$ cat config.mk
export PLATFORM = sky130hd
export DESIGN_NAME = updown_counter_ctl_flat
export DESIGN_NICKNAME = d
export VERILOG_FILES = /design/src/rtl/updown_counter_ctl_if.sv /design/src/rtl/updown_counter_ctl.sv /design/src/flat_wrapper.sv
export SDC_FILE = /design/constraint.sdc
export NUM_CORES = 1
export LEC_CHECK = 0
export ABC_AREA = 1
export CAP_MARGIN = 20
export CORE_AREA = 2 2 70 72
export DETAILED_ROUTE_END_ITERATION = 10
export DIE_AREA = 0 0 72 74
export PLACE_DENSITY_LB_ADDON = 0.12
export SYNTH_ARGS = -nofsm -noshare
export SYNTH_HDL_FRONTEND = slang
export SYNTH_SLANG_ARGS = --single-unit
$ cat constraint.sdc
create_clock -name clk -period 1.63 [get_ports clk]
set_clock_uncertainty 0.2 [all_clocks]
set_input_delay 0.4075 -clock clk [delete_from_list [all_inputs] [get_ports clk]]
set_output_delay 0.4075 -clock clk [all_outputs]
set_load 0.05 [all_outputs]
$ cat src/rtl/updown_counter_ctl_if.sv
// Control and status bundle for updown_counter_ctl.
// The master drives the count controls; the slave (the counter) returns value and flags.
interface updown_counter_ctl_if #(
  parameter int WIDTH = 8
);
  logic                    en;
  logic [1:0]              mode;
  logic                    sat;
  logic                    ld;
  logic signed [WIDTH-1:0] ld_val;
  logic signed [WIDTH-1:0] val;
  logic                    dir;
  logic                    wrap;
  logic                    at_max;
  logic                    at_min;

  modport master (
    output en, mode, sat, ld, ld_val,
    input  val, dir, wrap, at_max, at_min
  );

  modport slave (
    input  en, mode, sat, ld, ld_val,
    output val, dir, wrap, at_max, at_min
  );
endinterface

$ cat src/rtl/updown_counter_ctl.sv
// Signed up/down counter with programmable bounds, parallel load, saturate/wrap
// select and a bounce mode whose direction is held in a two-state FSM.
module updown_counter_ctl #(
  parameter int WIDTH   = 8,
  parameter int MIN_VAL = -128,
  parameter int MAX_VAL = 127,
  parameter int RST_VAL = 0
) (
  input logic                clk,
  input logic                rst,
  updown_counter_ctl_if.slave bus
);

  typedef enum logic {
    DN = 1'b0,
    UP = 1'b1
  } dir_t;

  localparam logic signed [WIDTH:0]   MIN_X = (WIDTH+1)'(MIN_VAL);
  localparam logic signed [WIDTH:0]   MAX_X = (WIDTH+1)'(MAX_VAL);
  localparam logic signed [WIDTH:0]   ONE_X = (WIDTH+1)'(1);
  localparam logic signed [WIDTH-1:0] MIN_W = WIDTH'(MIN_VAL);
  localparam logic signed [WIDTH-1:0] MAX_W = WIDTH'(MAX_VAL);
  localparam logic signed [WIDTH-1:0] RST_W = WIDTH'(RST_VAL);

  localparam logic [1:0] MODE_DOWN   = 2'b00;
  localparam logic [1:0] MODE_UP     = 2'b01;
  localparam logic [1:0] MODE_BOUNCE = 2'b10;

  logic signed [WIDTH-1:0] val_q;
  dir_t                    dir_q;
  logic                    wrap_q;

  logic signed [WIDTH:0]   cur_x;
  logic signed [WIDTH:0]   ld_x;
  logic signed [WIDTH:0]   nxt_x;
  dir_t                    dir_nxt;
  logic                    wrap_nxt;
  logic                    unused_msb;

  always_ff @(posedge clk or posedge rst) begin
    if (rst) begin
      val_q  <= RST_W;
      dir_q  <= UP;
      wrap_q <= 1'b0;
    end else begin
      val_q  <= nxt_x[WIDTH-1:0];
      dir_q  <= dir_nxt;
      wrap_q <= wrap_nxt;
    end
  end

  // All bound checks are signed compares one bit wider than the count, so the
  // native two's-complement rollover can never be taken.
  always_comb begin
    cur_x    = {val_q[WIDTH-1], val_q};
    ld_x     = {bus.ld_val[WIDTH-1], bus.ld_val};
    nxt_x    = cur_x;
    dir_nxt  = dir_q;
    wrap_nxt = 1'b0;
    if (bus.ld) begin
      if (ld_x > MAX_X)      nxt_x = MAX_X;
      else if (ld_x < MIN_X) nxt_x = MIN_X;
      else                   nxt_x = ld_x;
    end else if (bus.en) begin
      case (bus.mode)
        MODE_UP: begin
          if (cur_x < MAX_X) begin
            nxt_x = cur_x + ONE_X;
          end else if (!bus.sat) begin
            nxt_x    = MIN_X;
            wrap_nxt = 1'b1;
          end
        end
        MODE_DOWN: begin
          if (cur_x > MIN_X) begin
            nxt_x = cur_x - ONE_X;
          end else if (!bus.sat) begin
            nxt_x    = MAX_X;
            wrap_nxt = 1'b1;
          end
        end
        MODE_BOUNCE: begin
          // A degenerate single-value range has nowhere to move, so only dir flips.
          if (MIN_X == MAX_X) begin
            dir_nxt = (dir_q == UP) ? DN : UP;
          end else if (dir_q == UP) begin
            if (cur_x < MAX_X) begin
              nxt_x = cur_x + ONE_X;
            end else begin
              nxt_x    = MAX_X - ONE_X;
              dir_nxt  = DN;
              wrap_nxt = 1'b1;
            end
          end else begin
            if (cur_x > MIN_X) begin
              nxt_x = cur_x - ONE_X;
            end else begin
              nxt_x    = MIN_X + ONE_X;
              dir_nxt  = UP;
              wrap_nxt = 1'b1;
            end
          end
        end
        default: begin
          nxt_x = cur_x;
        end
      endcase
    end
  end

  assign unused_msb = nxt_x[WIDTH];

  assign bus.val    = val_q;
  assign bus.dir    = dir_q;
  assign bus.wrap   = wrap_q;
  assign bus.at_max = (val_q == MAX_W);
  assign bus.at_min = (val_q == MIN_W);

endmodule

$ cat src/flat_wrapper.sv
// flat-port wrapper written by rule: the top's interface ports become plain ports
module updown_counter_ctl_flat 
#(
  parameter int WIDTH   = 8,
  parameter int MIN_VAL = -128,
  parameter int MAX_VAL = 127,
  parameter int RST_VAL = 0
)
  (clk, rst, bus_en, bus_mode, bus_sat, bus_ld, bus_ld_val, bus_val, bus_dir, bus_wrap, bus_at_max, bus_at_min);
  updown_counter_ctl_if #(.WIDTH(WIDTH)) bus_i ();
  input logic clk;
  input logic rst;
  input wire logic [$bits(bus_i.en)-1:0] bus_en;
  input wire logic [$bits(bus_i.mode)-1:0] bus_mode;
  input wire logic [$bits(bus_i.sat)-1:0] bus_sat;
  input wire logic [$bits(bus_i.ld)-1:0] bus_ld;
  input wire logic [$bits(bus_i.ld_val)-1:0] bus_ld_val;
  output wire logic [$bits(bus_i.val)-1:0] bus_val;
  output wire logic [$bits(bus_i.dir)-1:0] bus_dir;
  output wire logic [$bits(bus_i.wrap)-1:0] bus_wrap;
  output wire logic [$bits(bus_i.at_max)-1:0] bus_at_max;
  output wire logic [$bits(bus_i.at_min)-1:0] bus_at_min;
  assign bus_i.en = bus_en;
  assign bus_i.mode = bus_mode;
  assign bus_i.sat = bus_sat;
  assign bus_i.ld = bus_ld;
  assign bus_i.ld_val = bus_ld_val;
  assign bus_val = bus_i.val;
  assign bus_dir = bus_i.dir;
  assign bus_wrap = bus_i.wrap;
  assign bus_at_max = bus_i.at_max;
  assign bus_at_min = bus_i.at_min;
  updown_counter_ctl #(.WIDTH(WIDTH), .MIN_VAL(MIN_VAL), .MAX_VAL(MAX_VAL), .RST_VAL(RST_VAL)) u_core (.clk(clk), .rst(rst), .bus(bus_i));
endmodule
== Word-level counts from Yosys, hierarchy flattened ==
Cells that the tools add are included.
Operators by class
  add/subtract/negate cells: 2
  $lt $le $gt $ge: 4
  equal/unequal tests: 6
  muxes and demuxes: 23
  bitwise operators: 1
  reduce and logical (&&, ||, !) cells: 5
Operators by type and width (number)
  $mux W8: 11
  $pmux W8 S3: 1
  $eq A8 B8 Y1 const B: 2
  $gt A8 B8 Y1 const B: 2
  $lt A8 B8 Y1 const B: 2
  $mux W1: 10
  $add A8 B2 Y8 const B: 1
  $ne A4 B3 Y1 const B: 2
  $sub A8 B2 Y8 const B: 1
  $reduce_and A4 Y1: 1
  $reduce_bool A4 Y1: 1
  $pmux W1 S3: 1
  $reduce_and A3 Y1: 1
  $eq A2 B1 Y1 const B: 1
  $eq A2 B2 Y1 const B: 1
  $logic_not A2 Y1: 1
  $reduce_bool A2 Y1: 1
  $not A1 Y1: 1
Storage, ports and cells
  bits in registers: 10
  bits of input ports: 15
  output and inout bits: 12
  logic and storage cells: 44

== Depth between registers and ports, before layout ==
Gate-level depths: netlist of run 1.
  depth after elaboration: 6
  depth in mapped cells: 13
  depth with buffers taken out: 12

== Worst setup path before layout of run 1 ==
No wires, ideal clock.
  kind: register to register
  from: register u_core.val_q[0] (netlist: u_core.bus.val[0])
  to: register u_core.val_q[0] (netlist: u_core.bus.val[0])
  setup time: 0.128 ns
  data arrival time: 1.997 ns
  required time: 1.302 ns
  path slack: -0.695 ns
  stages on the path, launching flop included: 10
  buffers on the path: 0
  period minus slack after synthesis: 2.325 ns
  cell sequence: dfrtp_1 > inv_1 > ha_1 > nand3_2 > nor2_4 > nand4_4 > nand2_2 > nor2_2 > nand3_1 > o21ai_1
On the way
  cells in the longest elaborated chain, start to end: 6
  elaborated cells between the ends (all ways): 15
  those cells by class: 2 x add/sub; 2 x order compare; 2 x eq/ne; 8 x mux; 1 x reduce/logical
RTL lines
  start, declared: line updown_counter_ctl.sv:30  | logic signed [WIDTH-1:0] val_q;
  start signal, assigned: line updown_counter_ctl.sv:47  | val_q <= nxt_x[WIDTH-1:0];
  $sub A8 B2 Y8, or another cell as far along: line updown_counter_ctl.sv:77, updown_counter_ctl.sv:97
  $mux W8 (on tied branches): line updown_counter_ctl.sv:96, updown_counter_ctl.sv:88
  $mux W8: line updown_counter_ctl.sv:87  | end else if (dir_q == UP) begin
  $pmux W8 S3: line updown_counter_ctl.sv:66  | case (bus.mode)
  $mux W8: line updown_counter_ctl.sv:65  | end else if (bus.en) begin
  $mux W8: line updown_counter_ctl.sv:61  | if (bus.ld) begin
Several ways; a longest one is shown, not always the timed one. The select of a mux whose other input is x is not followed.
A chain may end at the register's enable or synchronous reset.

== Worst setup path in the final report of run 1 ==
  from: register u_core.val_q[0] (netlist: u_core.bus.val[0])
  to: output port bus_at_max
On the way
  cells in the longest elaborated chain, start to end: 1
RTL lines
  $eq A8 B8 Y1: line updown_counter_ctl.sv:117  | assign bus.at_max = (val_q == MAX_W);
  end, declared: line flat_wrapper.sv:21  | output wire logic [$bits(bus_i.at_max)-1:0] bus_at_max;
Every way passes these cells.

==> metrics.csv, run 1 <==
metric,value,unit
worst_setup_path_end_kind,primary output,
timing.max_slew.rel_slack,70.9,%
setup-violations-final,15,
numPortBuffers,26,
ir_worst_vdd,0.523,mV
ys_top_cells_by_area,"nand2_1, dfrtp_1, nand3_1",
timing.reg2reg.setup_slack,-310,ps
startpoint_type,register,
grt_start_max_net_pins,12,
residual_antenna_violating_net_count_after_detailed_routing,0,
tritoncts,built,
grt_first_pass_wirelength,8080,um
totalPowerFinal,1.97,mW
tightestPinTransition,434,ps
timing.rr.end,u_core.bus.val[0],
final_net_count,328,
synth_fp_nets,240,
vertical_extent_of_the_die,74,um
num_rows,25,
postSynthRegisterBits,10,
cts_sinks,10,
diodes,0,
fp.coreArea,0.00460,mm^2
cts.reportedPaths.clkPinSlew,50,ps
timing.final.hold_violations,0,
average_cell_area_after_synthesis,6.05,um^2
final_period_minus_worst_setup_slack,1960,ps
final.period_utilization,120,%
fin_ws,-334,ps
num_vias,1751,
worst-endpoint-required,1020,ps
timing.critical_path.arrival,1360,ps
clk-insertion-delay-late,240,ps
maxSlewViolCount,0,
synth_area_leader_cell,nand2_1,
maximum_fanout_encountered_on_the_critical_timing_path,3,
global_route.usage.total,19.7,%
routed_wirelength,5030,um
htree_num_levels,1,
grt.overflow.total,0,
result_of_the_run,"complete, but fails checks",
layout-drive-gt1-share,47.9,%
setup_tns,-3450,ps
drt_drc_violations_left,0,
hpwl,3690,um
setup_repair_after_global_routing_missed_its_margin,true,
clk_path_buf_depth,2,
synthesis.yosys.warnings,0,
max_freq,509,MHz
min_path_type,input pin to async pin,
p_per_area,767,mW/mm^2
avgRoutedWirePerCell,13.9,um
number_of_cts_inserted_buffers,3,
syn_area,0.00134,mm^2
detailedRoute.firstIterationViolations,135,
worstSetupPathType,register to primary output,
stdcell_area,0.00256,mm^2
vias_per_cell,4.82,
first_global_vias,1646,
yosysTopAreaCellShare,21.2,%
drt-pass1-iter-count,4,
area.growth.synth_to_final,90.7,%
initial_utilization,29.2,%
post_synth_inst_count,222,
reported_max_cap_violation_count,0,
top_level_ports,27,
cts_root_buffer,clkbuf_8,
critical_path.reg2reg.startpoint,u_core.bus.val[0],
fillers,448,
die_area,0.00533,mm^2
seq_area_frac_synth,18.7,%
grt_antenna_before_repair,0,
gpl.final_weighted_congestion,0.868,
leakagePower,1.31,nW
post_dp_cell_area,0.00215,mm^2
dieWidth,72,um
violations,setup timing,
r2r_cells,12,
synth.distinct_cells,31,
-- registers in the layout, summed over array words and instances (netlist names) --
name / cells
u_core.bus.wrap: 1
u_core.bus.dir: 1
u_core.bus.val: 8
-- worst max-delay path by stage --
stage,from,end,cells past startpoint
6_report,u_core.bus.val[0],bus_at_max,7
5_1_grt,u_core.bus.val[0],u_core.bus.val[4],12
4_1_cts,u_core.bus.val[0],bus_at_max,7
3_5_place_dp,bus_mode[1],u_core.bus.val[1],7
3_3_place_gp,bus_mode[1],u_core.bus.val[5],7
2_1_floorplan,u_core.bus.val[3],u_core.bus.val[0],9
-- Yosys cell counts --
cell / count
a21oi_1: 6
a31oi_1: 1
buf_2: 1
buf_4: 2
buf_6: 2
clkbuf_1: 1
clkinv_1: 1
dfrtp_1: 9
dfstp_2: 1
ha_1: 3
inv_1: 18
inv_2: 4
inv_4: 1
nand2_1: 76
nand2_2: 4
nand2_4: 1
nand3_1: 34
nand3_2: 1
nand3b_4: 1
nand4_1: 5
nand4_4: 2
nor2_1: 17
nor2_2: 7
nor2_4: 2
nor2_8: 1
o211ai_1: 2
o21ai_0: 7
o21ai_1: 1
or2_2: 7
xnor2_1: 2
xor2_1: 2
-- per-stage QoR --
stage	hold WS, ps	std cells	setup slack (ps)	util (%)
detailed placement	475	342	-427	46.7
floorplan	46.6	222	-413	-
global placement	472	342	-404	46.7
global route	319	363	-416	55.7
CTS	265	361	-369	52.7
finish	253	363	-334	55.7
-- power breakdown --
group	leakage [nW]	switching, mW	total, mW	internal, mW
clock network	0.0288	0.102	0.315	0.213
registers	0.112	0.0845	0.377	0.292
logic	1.17	0.661	1.28	0.614
-- what timing repair did --
item,CTS,global route
resized for setup,24,30
buffers inserted,14,4
endpoints found under the setup margin,15,20
gates cloned,1,0
pin swaps,9,28
hold buffers,0,0
-- layout by cell type, fill, tap and decap left out, types with 3 or more instances in the layout --
cell,instances
o21ai_0,4
ha_4,3
nor2_4,9
clkbuf_8,4
buf_4,50
nand2_1,71
dfrtp_2,7
inv_1,16
nand4_1,5
o21ai_1,4
nor2_1,11
nand2_2,6
nor2_2,6
a21oi_1,5
or2_2,7
inv_2,5
nand3_2,10
buf_6,9
nand3_1,24
nand2_4,4
clkdlybuf4s50_1,14
buf_12,14
-- kinds of logic after synthesis --
| family | count (synthesis) | synth area share (%) |
|---|---|---|
| buffers and inverters | 30 | 10.3 |
| DFF | 10 | 18.7 |
| AOI/OAI and AO/OA | 17 | 6.80 |
| adders and majority gates | 3 | 2.79 |
| and+or+nand+nor | 158 | 58.8 |
| xor gates and xnor gates | 4 | 2.61 |
-- layer usage --
metal / vias to the layer above / routed length, um / global-route usage [%]
met5: - / 0 / 0
met4: 0 / 80 / 3.56
met3: 8 / 221 / 3.79
met2: 51 / 2470 / 32.0
met1: 806 / 2260 / 27.5
li1: 886 / - / -
-- worst max-delay path: stages, from the launching register on --
cell     delay [ps]
dfrtp_2         430
ha_4            170
nand2_4          50
nor2_4          110
nand2_4          70
inv_4            60
buf_6           100
buf_12          120
-- final cells by class --
cell class / instances / area, um^2 / share of cell area (%)
inverter: 24 / 95.1 / 3.71
timing repair buffer: 88 / 912 / 35.6
clock buffer: 4 / 55.1 / 2.15
sequential: 10 / 260 / 10.2
tap: 54 / 67.6 / 2.64
multi-input combinational: 183 / 1170 / 45.8
Power figures use the tool's default switching activity.
==> inputs of run 2 (changes only) <==
- ABC_AREA: 1 -> 0
- CORE_AREA: 2 2 70 72 -> 2 2 67 69
- DIE_AREA: 0 0 72 74 -> 0 0 69 71
==> run 2 against run 1 <==
Net effect:
- clock power down 12%
- area after synthesis shrank 9.9%
- setup slack worse by 460 ps
- via count shrank 5.4%
- wire length up 4.3%
- critical endpoint is now bus_at_min
- combinational power fell by 31%
- the flow still finishes with violations (setup timing)
- die area down 8.1%
- highest routed layer unchanged
==> metrics.csv, run 2 <==
metric,value,unit
result_of_the_run,"complete, but fails checks",
violations,setup timing,
drt-pass1-iter-count,4,
syn_area,0.00121,mm^2
dieWidth,69,um
die_area,0.00490,mm^2
worst-endpoint-required,1020,ps
synth_fp_nets,188,
crit_family,simple AND/OR/NAND/NOR gates,
leading_cell_types_in_the_layout_fill_and_taps_excluded,"buf_4, nand2_1, clkdlybuf4s50_1, buf_12, nor2_1",
synth_enable_flop_cells,0,
grt_first_pass_wirelength,8300,um
synth_area_leader_cell,dfrtp_1,
p_per_area,628,mW/mm^2
fin_ws,-796,ps
timing.rr.end,u_core.bus.val[4],
max_freq,412,MHz
cts_sinks,10,
timing.max_slew.rel_slack,64.4,%
r2r_cells,7,
clk-insertion-delay-late,240,ps
synthFlopType,dfrtp_1,
first_global_vias,1632,
vertical_extent_of_the_die,71,um
worst_path_most_repeated_cell,buf_12,
timing.critical_path.arrival,1820,ps
tightestPinTransition,534,ps
largest_reg_flops,8,
worst_setup_path_end_kind,primary output,
synth_async_sr_flop_share,100,%
most_common_cell_in_the_netlist,nand2_1,
reported_max_cap_violation_count,0,
global_route.usage.total,21.4,%
htree_num_levels,1,
worstSetupPathType,register to primary output,
final.period_utilization,149,%
num_vias,1656,
clk_path_buf_depth,2,
post_dp_cell_area,0.00195,mm^2
layout-drive-gt1-share,45.9,%
maximum_fanout_encountered_on_the_critical_timing_path,2,
number_of_cts_inserted_buffers,3,
dpl_worst_slack,-777,ps
area.growth.synth_to_final,92.4,%
numPortBuffers,26,
cts_hold_repair.buffers,0,
timing.critical_path.cells,"or4_4, or2_4, buf_12, clkinv_8, buf_6, buf_12",
grt.overflow.total,0,
seq_area_frac_synth,20.8,%
final_period_minus_worst_setup_slack,2430,ps
leakagePower,0.989,nW
netlist_top_cells_count,"nand2_1, nor2_1, o21ai_0, clkbuf_1, inv_1",
post_synth_inst_count,170,
synth.distinct_cells,52,
avgRoutedWirePerCell,17.7,um
ys_top_cells_by_area,"dfrtp_1, nand2_1, o21ai_0",
yosysTopAreaCellShare,18.6,%
initial_utilization,28.8,%
tritoncts,built,
timing.critical_path.buf_inv,4,
num_rows,24,
routed_wirelength,5240,um
layout_commonest_cell,buf_4,
timing.reg2reg.setup_slack,-780,ps
startpoint_type,register,
setup-violations-final,16,
crit_path_top_delay_cell,or4_4,
fp.coreArea,0.00420,mm^2
hpwl,3630,um
maxSlewViolCount,0,
setup_repair_after_global_routing_missed_its_margin,true,
synthesis.yosys.warnings,0,
detailedRoute.firstIterationViolations,114,
grt_antenna_before_repair,0,
vias_per_cell,5.59,
cts.reportedPaths.clkPinSlew,50,ps
diodes,0,
postSynthRegisterBits,10,
average_cell_area_after_synthesis,7.12,um^2
gpl.final_weighted_congestion,0.882,
top_level_ports,27,
drt_drc_violations_left,0,
min_path_type,input pin to async pin,
cts_root_buffer,clkbuf_8,
stdcell_area,0.00233,mm^2
grt_start_max_net_pins,13,
ir_worst_vdd,0.323,mV
cpPeakStageDelay,530,ps
critical_path.reg2reg.startpoint,u_core.bus.val[5],
final_net_count,263,
timing.final.hold_violations,0,
residual_antenna_violating_net_count_after_detailed_routing,0,
==> run 2: cells by family (layout without fill, tap and decap cells) <==
group / after synthesis / in the layout / synth area share, %
AOI/OAI and AO/OA: 62 / 63 / 35.3
muxes: 1 / 1 / 0.826
buffers and inverters: 26 / 99 / 10.1
DFF: 10 / 10 / 20.8
xor gates and xnor gates: 5 / 5 / 3.62
and+or+nand+nor: 63 / 63 / 26.2
adders and majority gates: 3 / 3 / 3.10
==> run 2: worst max path at each step <==
stage | start | endpoint | slack (ps) | cells after the start
finish | u_core.bus.val[5] | bus_at_min | -800 | 6
detailed placement | bus_mode[1] | u_core.bus.val[6] | -780 | 8
floorplan | u_core.bus.val[5] | u_core.bus.val[2] | -850 | 8
global route | u_core.bus.val[5] | bus_at_min | -830 | 6
CTS | u_core.bus.val[4] | bus_at_min | -820 | 6
global placement | bus_mode[1] | u_core.bus.val[6] | -760 | 8
==> run 2: power by group <==
group | internal [mW] | leakage [nW] | switching [mW] | total [mW]
Combinational | 0.440 | 0.853 | 0.448 | 0.887
Sequential | 0.277 | 0.113 | 0.0218 | 0.299
Clock | 0.172 | 0.0228 | 0.104 | 0.276
==> run 2: what timing repair did <==
action / 4_1_cts / 5_1_grt
resized for setup: 38 / 17
buffers inserted: 8 / 3
setup endpoints to repair: 16 / 16
endpoints found under the hold margin: 0 / 0
pin swaps: 12 / 11
gates cloned: 2 / 0
==> run 2: layout make-up <==
class	instances	area (um^2)
Fill cell	399	1870
Multi-Input combinational cell	135	985
Timing Repair Buffer	84	918
Sequential cell	10	259
Tap cell	52	65.1
Inverter	11	57.6
Clock buffer	4	45.0
==> run 2: through the flow <==
stage                     setup TNS, ps  utilization (%)  instances  total power [mW]  hold slack [ps]
after CTS                         -7830             53.4        293              1.41              258
after detailed placement          -8120             46.4        279              1.04              514
after global placement            -7980             46.4        279              1.03              508
final                             -7980             55.4        296              1.46              252
after global routing              -8710             55.4        296              1.55              306
after floorplan                   -9000                -        170             0.693             46.6
==> run 2: layer usage <==
layer | track usage, % | routed length, um | up-vias
met4 | 5.23 | 22 | 0
met3 | 5.13 | 311 | 2
li1 | - | - | 777
met5 | 0 | 0 | -
met2 | 39.3 | 2800 | 68
met1 | 25.2 | 2110 | 809
==> run 2: worst reg2reg max path, stage by stage (launching register included) <==
cell,delay [ps]
dfrtp_2,400
or4_4,530
or2_4,270
buf_4,160
o221a_4,290
o21ai_1,100
a21oi_1,70
o31ai_1,270
==> inputs of run 3 (changes only) <==
- CAP_MARGIN: 20 -> default
- PLACE_DENSITY: default -> 0.57
- PLACE_DENSITY_LB_ADDON: 0.12 -> default
==> run 3 against run 2 <==
Net effect:
- utilization down 0.15 points
- wire length down 3.5%
- the flow still finishes with violations (setup timing)
- final cell count up 1.7%
- register-to-register slack better by 40 ps
- via count up 1.1%
- power down 0.33%
- largest cell class unchanged
- sequential share of layout area about the same
==> metrics.csv, run 3 (same netlist as run 2, synthesis figures left out) <==
metric,value,unit
result_of_the_run,"complete, but fails checks",
violations,setup timing,
crit_path_top_delay_cell,or4_4,
cts_hold_repair.buffers,0,
min_path_type,input pin to async pin,
num_vias,1675,
largest_reg_flops,8,
grt.overflow.total,0,
hpwl,3410,um
layout-drive-gt1-share,47.0,%
avgRoutedWirePerCell,16.8,um
fp.coreArea,0.00420,mm^2
htree_num_levels,1,
worst_setup_path_end_kind,register,
grt_start_max_net_pins,13,
drt-pass1-iter-count,5,
die_area,0.00490,mm^2
global_route.usage.total,20.6,%
cts_root_buffer,clkbuf_8,
worst-endpoint-required,1560,ps
setup_tns,-7720,ps
leakagePower,1.00,nW
num_rows,24,
post_dp_cell_area,0.00195,mm^2
vias_per_cell,5.56,
final_period_minus_worst_setup_slack,2370,ps
detailedRoute.firstIterationViolations,117,
timing.reg2reg.setup_slack,-740,ps
ir_worst_vdd,0.356,mV
startpoint_type,register,
top_level_ports,27,
reported_max_cap_violation_count,0,
p_int,0.881,mW
setup_repair_after_global_routing_missed_its_margin,true,
timing.critical_path.arrival,2300,ps
residual_antenna_violating_net_count_after_detailed_routing,0,
leading_cell_types_in_the_layout_fill_and_taps_excluded,"buf_4, nand2_1, clkdlybuf4s50_1, buf_12, nor2_1",
maxSlewViolCount,0,
drt_drc_violations_left,0,
max_freq,422,MHz
dieWidth,69,um
grt_first_pass_wirelength,8080,um
cts_sinks,10,
number_of_cts_inserted_buffers,3,
tightestPinTransition,610,ps
switching_share,39.5,%
layout_commonest_cell,buf_4,
final_net_count,268,
setup-violations-final,17,
power.clock.fraction,19.2,%
vertical_extent_of_the_die,71,um
fin_ws,-738,ps
area.growth.synth_to_final,91.8,%
crit_family,simple AND/OR/NAND/NOR gates,
final.period_utilization,145,%
timing.max_slew.rel_slack,59.3,%
cts.reportedPaths.clkPinSlew,50,ps
timing.critical_path.cells,"or4_4, or2_4, buf_6, o221a_4, buf_12, nor2_4, a211oi_2, a21o_1",
grt_antenna_before_repair,0,
numPortBuffers,26,
diodes,0,
maximum_fanout_encountered_on_the_critical_timing_path,6,
clk-insertion-delay-late,240,ps
p_per_area,627,mW/mm^2
routed_wirelength,5060,um
worstSetupPathType,register to register,
tritoncts,built,
stdcell_area,0.00232,mm^2
gpl.final_weighted_congestion,0.909,
power.combinational.fraction,60.4,%
clk_path_buf_depth,2,
first_global_vias,1608,
cpPeakStageDelay,540,ps
switching_power,0.576,mW
seqPwrFrac,20.5,%
timing.critical_path.buf_inv,2,
timing.final.hold_violations,0,
initial_utilization,28.8,%
## run 3: cell count changes in the layout (fill, tap and decap cells not counted), sizes merged
| cell | previous run | this run |
|---|---|---|
| buf | 69 | 75 |
| bufbuf | 1 | 0 |
| clkinv | 1 | 0 |
| inv | 9 | 10 |
## run 3: power by group through the flow
stage	registers (mW)	logic, mW	clock network, mW
floorplan	0.392	0.301	0
global placement	0.298	0.729	0
detailed placement	0.298	0.729	0
CTS	0.297	0.820	0.284
global route	0.300	0.933	0.296
finish	0.298	0.880	0.279
## run 3: final timing paths
| check | start | end | depth (start not counted) |
|---|---|---|---|
| min in group clk | bus_ld_val[0] | u_core.bus.val[0] | 3 |
| max in group asynchronous | rst | u_core.bus.dir | 2 |
| max | u_core.bus.val[4] | u_core.bus.val[7] | 8 |
| max reg2reg | u_core.bus.val[4] | u_core.bus.val[7] | 8 |
| min | rst | u_core.bus.val[6] | 2 |
| min reg2reg | u_core.bus.val[6] | u_core.bus.val[6] | 3 |
## run 3: layout make-up
type / instances / area (um^2)
Clock buffer: 4 / 45.0
Fill cell: 373 / 1880
Inverter: 11 / 52.6
Multi-Input combinational cell: 135 / 977
Sequential cell: 10 / 259
Tap cell: 52 / 65.1
Timing Repair Buffer: 89 / 925
## run 3: routing by layer
layer	GRT usage [%]	share of wire, %	up-vias
met5	0	0	-
met4	8.28	3.0	0
met3	2.85	4.8	16
met2	34.0	49	65
met1	27.4	43	800
li1	-	-	794
## run 3: repair_timing
item,in CTS,in global routing
gates cloned,2,0
pin swaps,10,9
buffers inserted,9,7
resized for setup,36,16
endpoints found under the setup margin,14,18
## run 3: stage by stage
step | util, % | power [mW] | setup slack [ps] | std cells | hold WS, ps
3_5_place_dp | 46.3 | 1.03 | -753 | 280 | 532
6_report | 55.3 | 1.46 | -738 | 301 | 255
4_1_cts | 52.5 | 1.40 | -739 | 295 | 272
2_1_floorplan | - | 0.693 | -846 | 170 | 46.6
5_1_grt | 55.3 | 1.53 | -774 | 301 | 288
3_3_place_gp | 46.3 | 1.03 | -768 | 280 | 525
